`config.mk`:
```
export PLATFORM = sky130hd
export DESIGN_NAME = uart_tx
export DESIGN_NICKNAME = d
export VERILOG_FILES = /design/src/rtl/uart_pkg.sv /design/src/rtl/uart_bit_timer.sv /design/src/rtl/uart_tx.sv
export SDC_FILE = /design/constraint.sdc
export NUM_CORES = 1
export LEC_CHECK = 0
export BUFFER_PORTS_ARGS = -buffer_cell sky130_fd_sc_hd__clkbuf_2
export CAP_MARGIN = 15
export CELL_PAD_IN_SITES_DETAIL_PLACEMENT = 0
export CELL_PAD_IN_SITES_GLOBAL_PLACEMENT = 1
export CORE_ASPECT_RATIO = 1.5
export CORE_UTILIZATION = 40
export CTS_CLUSTER_DIAMETER = 200
export DETAILED_ROUTE_END_ITERATION = 6
export GPL_TIMING_DRIVEN = 1
export PLACE_DENSITY = 0.73
export RECOVER_POWER = 25
export SKIP_CTS_REPAIR_TIMING = 1
export SLEW_MARGIN = 20
export SYNTH_ARGS = -nofsm -noshare
export SYNTH_HDL_FRONTEND = slang
export SYNTH_HIERARCHICAL = 1
export SYNTH_SLANG_ARGS = --single-unit
```
`constraint.sdc`:
```
create_clock -name clk -period 2.1 [get_ports clk]
set_input_delay 0.21 -clock clk [delete_from_list [all_inputs] [get_ports clk]]
set_output_delay 0.21 -clock clk [all_outputs]
set_load 0.05 [all_outputs]
```
`src/rtl/uart_pkg.sv`:
```
// Shared UART definitions: FSM state encoding, bit-period helper and frame-length constants.
// Used by both the transmitter and the receiver.
package uart_pkg;

  typedef logic [2:0] state_t;

  localparam state_t ST_IDLE  = 3'd0;
  localparam state_t ST_START = 3'd1;
  localparam state_t ST_DATA  = 3'd2;
  localparam state_t ST_STOP  = 3'd3;
  localparam state_t ST_BREAK = 3'd4;

  localparam int unsigned START_BITS = 1;

  function automatic int unsigned cycles_per_bit(input int unsigned clk_hz,
                                                 input int unsigned bit_rate);
    return clk_hz / bit_rate;
  endfunction

  function automatic int unsigned frame_bits(input int unsigned payload_bits,
                                             input int unsigned stop_bits);
    return START_BITS + payload_bits + stop_bits;
  endfunction

endpackage

```
`src/rtl/uart_bit_timer.sv`:
```
// Bit-period down-counter: load restarts a CPB-cycle period, tick marks its last cycle.
module uart_bit_timer #(
  parameter int unsigned CPB = 16
) (
  input  logic clk,
  input  logic rst,
  input  logic load,
  output logic tick
);

  localparam int unsigned W = (CPB > 1) ? $clog2(CPB) : 1;

  logic [W-1:0] count_q, count_d;

  always_comb begin
    // NOTE: every combinational output gets a default first so no path leaves it unassigned (no latch).
    count_d = count_q;
    if (load) begin
      count_d = W'(CPB - 1);
    end else if (count_q != '0) begin
      count_d = count_q - W'(1);
    end
  end

  // NOTE: sequential state uses non-blocking assignments so every flop samples pre-edge values.
  always_ff @(posedge clk or posedge rst) begin
    if (rst) begin
      count_q <= '0;
    end else begin
      count_q <= count_d;
    end
  end

  assign tick = (count_q == '0);

endmodule

```
`src/rtl/uart_tx.sv`:
```
// UART transmitter: 8N1-style frames from a valid/ready byte interface, plus line BREAK generation.
module uart_tx
  import uart_pkg::*;
#(
  parameter int unsigned BIT_RATE     = 9600,
  parameter int unsigned CLK_HZ       = 50000000,
  parameter int unsigned PAYLOAD_BITS = 8,
  parameter int unsigned STOP_BITS    = 1
) (
  input  logic                    clk,
  input  logic                    rst,
  input  logic                    uart_tx_en,
  input  logic                    uart_tx_valid,
  input  logic [PAYLOAD_BITS-1:0] uart_tx_data,
  output logic                    uart_tx_ready,
  input  logic                    uart_tx_break,
  output logic                    uart_tx_busy,
  output logic                    uart_txd
);

  localparam int unsigned CPB        = cycles_per_bit(CLK_HZ, BIT_RATE);
  localparam int unsigned FRAME_BITS = frame_bits(PAYLOAD_BITS, STOP_BITS);
  // Index also counts bit periods of a BREAK, so it must cover the whole frame.
  localparam int unsigned IDX_W_DATA  = $clog2(PAYLOAD_BITS + 1);
  localparam int unsigned IDX_W_FRAME = $clog2(FRAME_BITS);
  localparam int unsigned IDX_W = (IDX_W_DATA > IDX_W_FRAME) ? IDX_W_DATA : IDX_W_FRAME;

  localparam logic [IDX_W-1:0] LAST_DATA  = IDX_W'(PAYLOAD_BITS - 1);
  localparam logic [IDX_W-1:0] LAST_STOP  = IDX_W'(STOP_BITS - 1);
  localparam logic [IDX_W-1:0] LAST_BREAK = IDX_W'(FRAME_BITS - 1);

  state_t                  state_q, state_d;
  logic [PAYLOAD_BITS-1:0] shift_q, shift_d;
  logic [IDX_W-1:0]        idx_q, idx_d;
  logic                    txd_q, txd_d;
  logic                    busy_q, busy_d;
  logic                    load;
  logic                    tick;
  logic                    accept;
  logic                    start_break;

  uart_bit_timer #(.CPB(CPB)) u_bit_timer (
    .clk  (clk),
    .rst  (rst),
    .load (load),
    .tick (tick)
  );

  assign uart_tx_ready = !busy_q && uart_tx_en && !uart_tx_break;
  assign accept        = uart_tx_valid && uart_tx_ready;
  assign start_break   = uart_tx_break && uart_tx_en && !busy_q;

  always_comb begin
    state_d = state_q;
    shift_d = shift_q;
    idx_d   = idx_q;
    load    = 1'b0;
    unique case (state_q)
      ST_IDLE: begin
        if (start_break) begin
          state_d = ST_BREAK;
          idx_d   = '0;
          load    = 1'b1;
        end else if (accept) begin
          state_d = ST_START;
          shift_d = uart_tx_data;
          load    = 1'b1;
        end
      end
      ST_START: begin
        if (tick) begin
          state_d = ST_DATA;
          idx_d   = '0;
          load    = 1'b1;
        end
      end
      ST_DATA: begin
        if (tick) begin
          shift_d = shift_q >> 1;
          load    = 1'b1;
          if (idx_q == LAST_DATA) begin
            state_d = ST_STOP;
            idx_d   = '0;
          end else begin
            idx_d = idx_q + IDX_W'(1);
          end
        end
      end
      ST_STOP: begin
        if (tick) begin
          if (idx_q == LAST_STOP) begin
            state_d = ST_IDLE;
          end else begin
            idx_d = idx_q + IDX_W'(1);
            load  = 1'b1;
          end
        end
      end
      ST_BREAK: begin
        if (tick) begin
          load = 1'b1;
          if (idx_q == LAST_BREAK) begin
            state_d = ST_STOP;
            idx_d   = '0;
          end else begin
            idx_d = idx_q + IDX_W'(1);
          end
        end
      end
      default: state_d = ST_IDLE;
    endcase
  end

  // Line level is derived from the next state so it changes on the same edge as the FSM.
  always_comb begin
    unique case (state_d)
      ST_START, ST_BREAK: txd_d = 1'b0;
      ST_DATA:            txd_d = shift_d[0];
      default:            txd_d = 1'b1;
    endcase
    busy_d = (state_d != ST_IDLE);
  end

  always_ff @(posedge clk or posedge rst) begin
    if (rst) begin
      state_q <= ST_IDLE;
      shift_q <= '0;
      idx_q   <= '0;
      txd_q   <= 1'b1;
      busy_q  <= 1'b0;
    end else begin
      state_q <= state_d;
      shift_q <= shift_d;
      idx_q   <= idx_d;
      txd_q   <= txd_d;
      busy_q  <= busy_d;
    end
  end

  assign uart_tx_busy = busy_q;
  assign uart_txd     = txd_q;

endmodule

```
==> summary.md, run 1 <==
| Metric | Value |
|---|---|
| Status | finished, final reports clean |
| Final HPWL DP | 2952 um |
| CP Cell Sequence | inv_2, ha_4, nor4b_4, nand4_4, inv_4, nor4bb_4, buf_4, a21oi_4, a221o_1, nor2_1, mux2i_1 |
| WL per Instance | 14.27 um |
| Minimum clock period | 2.093 ns |
| GRT overflow | 0 |
| HP Class | input pin to flip-flop |
| Clock Power Share | 0.217 |
| Tcrit/Tclk final | 0.9967 |
| GP Congestion | 0.8212 |
| Clock Sink Count | 30 |
| Relative slew slack | 0.5636 |
| Synth Warn # | 6 |
| CP max stage cell | dfrtp_1 |
| DRT iter0 DRCs | 38 |
| Sequential fraction of the synthesis area | 0.4241 |
| R2r worst-path depth | 11 |
| Slew Limit Fails | 0 |
| R2r startpoint | u_bit_timer/count_q[1] |
| Boundary pin count | 16 |
| Power density cells | 1165 mW/mm2 |
| Actual slew at the worst max-slew pin | about 0.65 ns |
| RSZ-0062 raised after global routing | yes |
| DRC Markers | 0 |
| CTS tree | built |
| Max-cap check violation count | 0 |
| Area Growth Syn to Fin | 30.35% |
| Hold worst-path end | shift_q[7] |
| Vias per inst | 5.511 |
| Setup TNS | 0 ns |
| Tot Pwr | around 0.0027 W |
| Post-Syn Instances | ~190 |
| Via count | 1554 |
| Fin Clk Skew | around 0.0085 ns |
| Synth cell types | 57 |
| Nets | 253 |
| Total GRT Usage | 0.1808 |
| Worst EP arrival | between 2 and 2.5 ns |
| FF-to-FF End | uart_txd |
| Fraction of layout cells with a size suffix above 1 | 0.3347 |
| CP max FO | 6 |
| Inst Count DP | 263 |
| Critical Path Source Type | flip-flop |
| Routed WL | slightly above 4000 um |
| Post-Syn Nets | 204 |
| First-pass GRT wire length | approximately 6700 um |
| Core ar. | 0.004245 mm2 |
| Leakage Power | 1.048 nW |
| Async set or reset register ratio after synthesis | 1.000 |
| Worst Path Required | 2.31 ns |
| Largest net degree at the start of global routing | 18 |
| Seq pwr share | 0.352 |
| Starting Density | 0.4176 |
| Root buffer cell | clkbuf_8 |
| Fmax | 477.8 MHz |
| Number of synthesized flops with an enable pin | 0 |
| Worst Hold Launch | uart_tx_data[7] |
| H-Tree Level Count | 2 |
| Non-Filler Instances | around 280 |
| Clock buffer depth | 2 |
| Net Sw Frac | 0.3820 |
| Final Hold Vio Count | 0 |
| Hold path cells | 3 |
| Buf/Inv on CP | 3 |
| First-pass DRT Iterations | 4 |
| Slowest stage delay, CP | 0.40 ns |
| Post-Synthesis Cell Area | 0.001773 mm2 |
| Predominant post-synthesis flop cell | dfrtp_1 |
| Final worst slack | 0.006894 ns |
| Clk pin slew, worst setup/hold paths | 0.07 ns |
| Peak VDD IR | 0.7206 mV |
| Vias in the first global route | 1521 |
| Comb power frac | 0.431 |
| Final setup vio count | 0 |
| Pre-CTS WS | -0.05953 ns |
| CP Class | flip-flop to flip-flop |
| Antenna cells | 0 |
| Final ANT Viol Nets | 0 |
| Average size of a mapped cell | roughly 9.5 um2 |
| Die ar. | 0.004708 mm2 |
| Die Y | approximately 84 um |
| Endpoint type of the worst setup path | flip-flop |
| Reg2Reg Setup Slack | 0.007 ns |
| WHS | 0.1515 ns |
| Net Switching | 0.001028 W |
| IO Port Bufs | 15 |
| Die Width | between 50 and 60 um |
| Antenna violations before repair | 0 |
| Delay-heaviest family, CP | simple AND/OR/NAND/NOR gates |
| # rows | 29 |
| Synth Register Bits | 30 |
| Worst skew pair latency | 0.29 ns |
| Internal | 0.001663 W |
| Num CTS Buffers | 5 |
cell usage in the layout (no fill, tap or decap), types with 3 or more instances in the layout:
master and instances:
clkbuf_8 5, mux2i_1 4, buf_4 33, ha_1 3
a22oi_1 6, inv_1 5, inv_2 4, nand4b_1 4
clkbuf_2 14, nor2_1 13, dfrtp_1 29, nor2b_1 3
o31ai_1 4, o21ai_0 6, nand3_1 9, a21oi_1 8
nand2b_1 4, nand2_1 28
worst register-to-register path, stage by stage (launching register included):
cell and delay [ns]:
dfrtp_1 0.40, inv_2 0.09, ha_4 0.12, nor4b_4 0.27
nand4_4 0.14, inv_4 0.12, nor4bb_4 0.19, buf_4 0.18
a21oi_4 0.04, a221o_1 0.32, nor2_1 0.10, mux2i_1 0.08
through the flow:
| step | area, um2 | utilization |
|---|---|---|
| global route | 2311 | 0.5444 |
| finish | 2311 | 0.5444 |
| CTS | 2155 | 0.5075 |
| global placement | 2041 | 0.4807 |
| floorplan | 1787 | - |
| detailed placement | 2041 | 0.4807 |
flip-flops by register name (all words and copies together) (netlist names):
register,flops
uart_tx_busy,1
u_bit_timer/count_q,13
state_q,3
shift_q,8
uart_txd,1
idx_q,4
Yosys cell counts, types with 3 or more instances:
library cell | count | area, um2
nand2_1 | 28 | 105.1
a21oi_1 | 9 | 45.04
nand4b_1 | 4 | 35.03
a22oi_1 | 6 | 45.04
inv_1 | 9 | 33.78
buf_2 | 3 | 15.01
o31ai_1 | 4 | 30.03
nor2_1 | 14 | 52.55
nand2b_1 | 4 | 25.02
dfrtp_1 | 29 | 725.7
ha_1 | 5 | 62.56
mux2i_1 | 4 | 40.04
o21ai_0 | 7 | 35.03
nor2b_1 | 3 | 18.77
nand3_1 | 9 | 45.04
final cells by class:
class	instances	area, um2
Clock inverter	3	45.04
Timing Repair Buffer	49	331.6
Sequential cell	30	752.0
Clock buffer	5	68.82
Inverter	10	40.04
Tap cell	46	57.56
Fill cell	393	1934
Multi-Input combinational cell	139	1016
how the worst max path moves through the flow:
stage | cells after the start | start | slack [ns] | endpoint
6_report | 11 | u_bit_timer/count_q[1] | 0.007 | uart_txd
3_5_place_dp | 11 | u_bit_timer/count_q[1] | -0.06 | uart_txd
4_1_cts | 11 | u_bit_timer/count_q[1] | -0.07 | uart_txd
2_1_floorplan | 11 | u_bit_timer/count_q[0] | -0.14 | uart_txd
5_1_grt | 11 | u_bit_timer/count_q[0] | -0.13 | uart_txd
3_3_place_gp | 10 | idx_q[0] | -0.005 | u_bit_timer/count_q[7]
metal layers:
| layer | routed length (um) | GRT usage | vias up |
|---|---|---|---|
| met4 | 61 | 0.05987 | 0 |
| met3 | 91 | 0.03721 | 6 |
| met5 | 0 | 0 | - |
| met1 | 1596 | 0.1940 | 762 |
| met2 | 2273 | 0.3420 | 19 |
| li1 | - | - | 767 |
power by group through the flow:
stage                     clock network (W)  logic [W]  registers (W)
after floorplan                           0   0.000646       0.000972
after global routing               0.000620    0.00130       0.000972
final                              0.000585    0.00116       0.000947
after detailed placement                  0   0.000979       0.000943
after CTS                          0.000599   0.000982       0.000935
after global placement                    0   0.000957       0.000928
logic make-up (layout without fill, tap and decap cells):
group,after synthesis,count (layout),synth area share
xor+xnor,2,2,0.009882
simple gates,87,87,0.3035
compound gates,41,41,0.1567
flops,30,30,0.4241
buf+inv,17,67,0.04798
fa+ha+maj,5,5,0.03529
mux,4,4,0.02258
(Power assumes the default switching activity.)
==> inputs of run 2 (changes only) <==
--- a/config.mk
+++ b/config.mk
@@ -11,6 +11,7 @@
 export CELL_PAD_IN_SITES_GLOBAL_PLACEMENT = 1
 export CORE_ASPECT_RATIO = 1.5
 export CORE_UTILIZATION = 40
+export CTS_BUF_LIST = sky130_fd_sc_hd__clkbuf_4 sky130_fd_sc_hd__clkbuf_8
 export CTS_CLUSTER_DIAMETER = 200
 export DETAILED_ROUTE_END_ITERATION = 6
 export GPL_TIMING_DRIVEN = 1
==> constraint.sdc (replaced) <==
create_clock -name clk -period 1.9 [get_ports clk]
set_input_delay 0.19 -clock clk [delete_from_list [all_inputs] [get_ports clk]]
set_output_delay 0.19 -clock clk [all_outputs]
set_load 0.05 [all_outputs]
==> summary.md, run 2 (synthesis results as in run 1) <==
| Metric | Value |
|---|---|
| Antenna cells | 0 (unchanged) |
| GRT overflow | 0 (unchanged) |
| Worst skew pair latency | 0.28 ns (about the same) |
| Tcrit/Tclk final | 1.130 (+0.1333) |
| # rows | 29 (unchanged) |
| Total GRT Usage | 0.1926 (+0.01184) |
| Clock buffer depth | 2 (unchanged) |
| CTS tree | built |
| Peak VDD IR | 0.8847 mV (+23%) |
| Via count | 1641 (+5.6%) |
| GP Congestion | 0.8742 (+6.5%) |
| Leakage Power | 1.144 nW (+9.1%) |
| Pre-CTS WS | -0.2600 ns (-0.2005 ns) |
| Non-Filler Instances | 299 (+6.0%) |
| Placed Area | 0.002173 mm2 (+6.5%) |
| Num CTS Buffers | 5 (unchanged) |
| Slew Limit Fails | 0 (unchanged) |
| Actual slew at the worst max-slew pin | 0.6528 ns (-0.001170 ns) |
| Relative slew slack | 0.5643 (+0.0007810) |
| Inst Count DP | 279 (+6.1%) |
| Hold path cells | 3 (unchanged) |
| First-pass GRT wire length | 7148 um (+6.9%) |
| Die Y | 83.54 um (unchanged) |
| Core ar. | 0.004245 mm2 (unchanged) |
| Final Hold Vio Count | 0 (unchanged) |
| CP max stage cell | dfrtp_1 |
| Fraction of layout cells with a size suffix above 1 | 0.4071 (+0.07237) |
| Vias per inst | 5.488 (-0.41%) |
| Max-cap check violation count | 0 (unchanged) |
| Most frequent cells in the layout | 45 x buf_4, 29 x dfrtp_1, 26 x nand2_1, 15 x clkbuf_2, 12 x nor2_1 |
| Slowest stage delay, CP | 0.39 ns (about the same) |
| Most common cell after layout, fill and taps aside | buf_4 |
| WL per Instance | 14.19 um (-0.55%) |
| Biggest regs | u_bit_timer/count_q x13, shift_q x8, idx_q x4 |
| Fin Clk Skew | 0.004424 ns (-0.004037 ns) |
| Worst Path Required | 2.10 ns (-0.21 ns) |
| Design area | 0.002461 mm2 (+6.5%) |
| Clock Sink Count | 30 (unchanged) |
| Reg2Reg Setup Slack | -0.25 ns (-0.25 ns) |
| Boundary pin count | 16 (unchanged) |
| Starting Density | 0.4176 (unchanged) |
| First-pass DRT Iterations | 4 (unchanged) |
| HP Class | input pin to flip-flop |
| Area Growth Syn to Fin | 38.81% |
| Failing checks | setup timing |
| Worst Hold Launch | uart_tx_data[4] |
| IO Port Bufs | 15 (unchanged) |
| DRT iter0 DRCs | 47 (+24%) |
| CP Cell Sequence | inv_2, ha_4, nor4b_4, nand4_4, inv_4, nor4bb_4, buf_4, a21oi_4, a221o_1, nor2_1, mux2i_1 |
| Critical Path Source Type | flip-flop |
| Worst EP arrival | 2.35 ns (+0.04 ns) |
| Vias in the first global route | 1643 (+8.0%) |
| Minimum clock period | 2.147 ns (+0.05402 ns) |
| Antenna violations before repair | 0 (unchanged) |
| RSZ-0062 raised after global routing | yes |
| Fmax | 465.7 MHz (-2.5%) |
| Nets | 270 (+6.7%) |
| Final worst slack | -0.2471 ns (-0.2540 ns) |
| Fill count | 383 (-2.5%) |
| Root buffer cell | clkbuf_8 |
| Largest register FFs | 13 (unchanged) |
| DRC Markers | 0 (unchanged) |
| Util after Layout | 0.5797 (+0.03537) |
| Final setup vio count | 25 (+25) |
| Largest net degree at the start of global routing | 18 (unchanged) |
| Final ANT Viol Nets | 0 (unchanged) |
| Routed WL | 4242 um (+5.4%) |
| Clk pin slew, worst setup/hold paths | 0.06 ns (about the same) |
| Power density cells | 1221 mW/mm2 (+4.9%) |
| CP max FO | 6 (unchanged) |
| FF-to-FF End | uart_txd |
| Die ar. | 0.004708 mm2 (unchanged) |
| CP Class | flip-flop to flip-flop |
| Final HPWL DP | 3121 um (+5.7%) |
| Biggest register | u_bit_timer/count_q |
| Hold worst-path end | shift_q[4] |
| R2r worst-path depth | 11 (unchanged) |
| Status | finished with violations |
| H-Tree Level Count | 2 (unchanged) |
| Endpoint type of the worst setup path | flip-flop |
| Setup TNS | -2.662 ns (-2.662 ns) |
| Die Width | 56.36 um (unchanged) |
| R2r startpoint | u_bit_timer/count_q[0] |
==> run 2: worst max path at each step <==
| stage | startpoint | slack [ns] | endpoint |
|---|---|---|---|
| floorplan | u_bit_timer/count_q[0] | -0.34 | uart_txd |
| global placement | u_bit_timer/count_q[0] | -0.20 | uart_txd |
| finish | u_bit_timer/count_q[0] | -0.25 | uart_txd |
| CTS | u_bit_timer/count_q[0] | -0.27 | uart_txd |
| detailed placement | u_bit_timer/count_q[0] | -0.26 | uart_txd |
| global route | u_bit_timer/count_q[1] | -0.36 | uart_txd |
==> run 2: worst max-delay path, delay by kind of cell, from the launching register on <==
family | cells | cell delay, ns
AOI/OAI and AO/OA | 2 | 0.39
adders and majority gates | 1 | 0.13
buffers and inverters | 3 | 0.37
DFF | 1 | 0.39
muxes | 1 | 0.07
and+or+nand+nor | 4 | 0.71
==> run 2: through the flow <==
step	hold WS [ns]	total power (W)
3_3_place_gp	0.2378	0.002165
3_5_place_dp	0.2458	0.002217
4_1_cts	-0.05218	0.002763
2_1_floorplan	0.06696	0.001792
5_1_grt	0.1467	0.003237
6_report	0.1378	0.003006
==> run 2: power breakdown <==
part	leakage, nW	internal, W	switching [W]
registers	0.363	0.000850	0.000158
logic	0.731	0.000722	0.000750
clock network	0.0498	0.000302	0.000224
==> run 2: layout make-up <==
type,count,area [um2],share of cell area
flip-flops and latches,30,752.0,0.3055
well taps,46,57.56,0.02339
repair buffers,66,479.2,0.1947
clock buffers,8,91.34,0.03711
inverters,10,40.04,0.01627
multi-input cells,139,1041,0.4230
==> run 2: routing by layer <==
layer / track usage / routed length, um
met1: 0.2127 / 1676
met2: 0.3442 / 2319
met3: 0.04651 / 130
met4: 0.08204 / 116
met5: 0 / 0
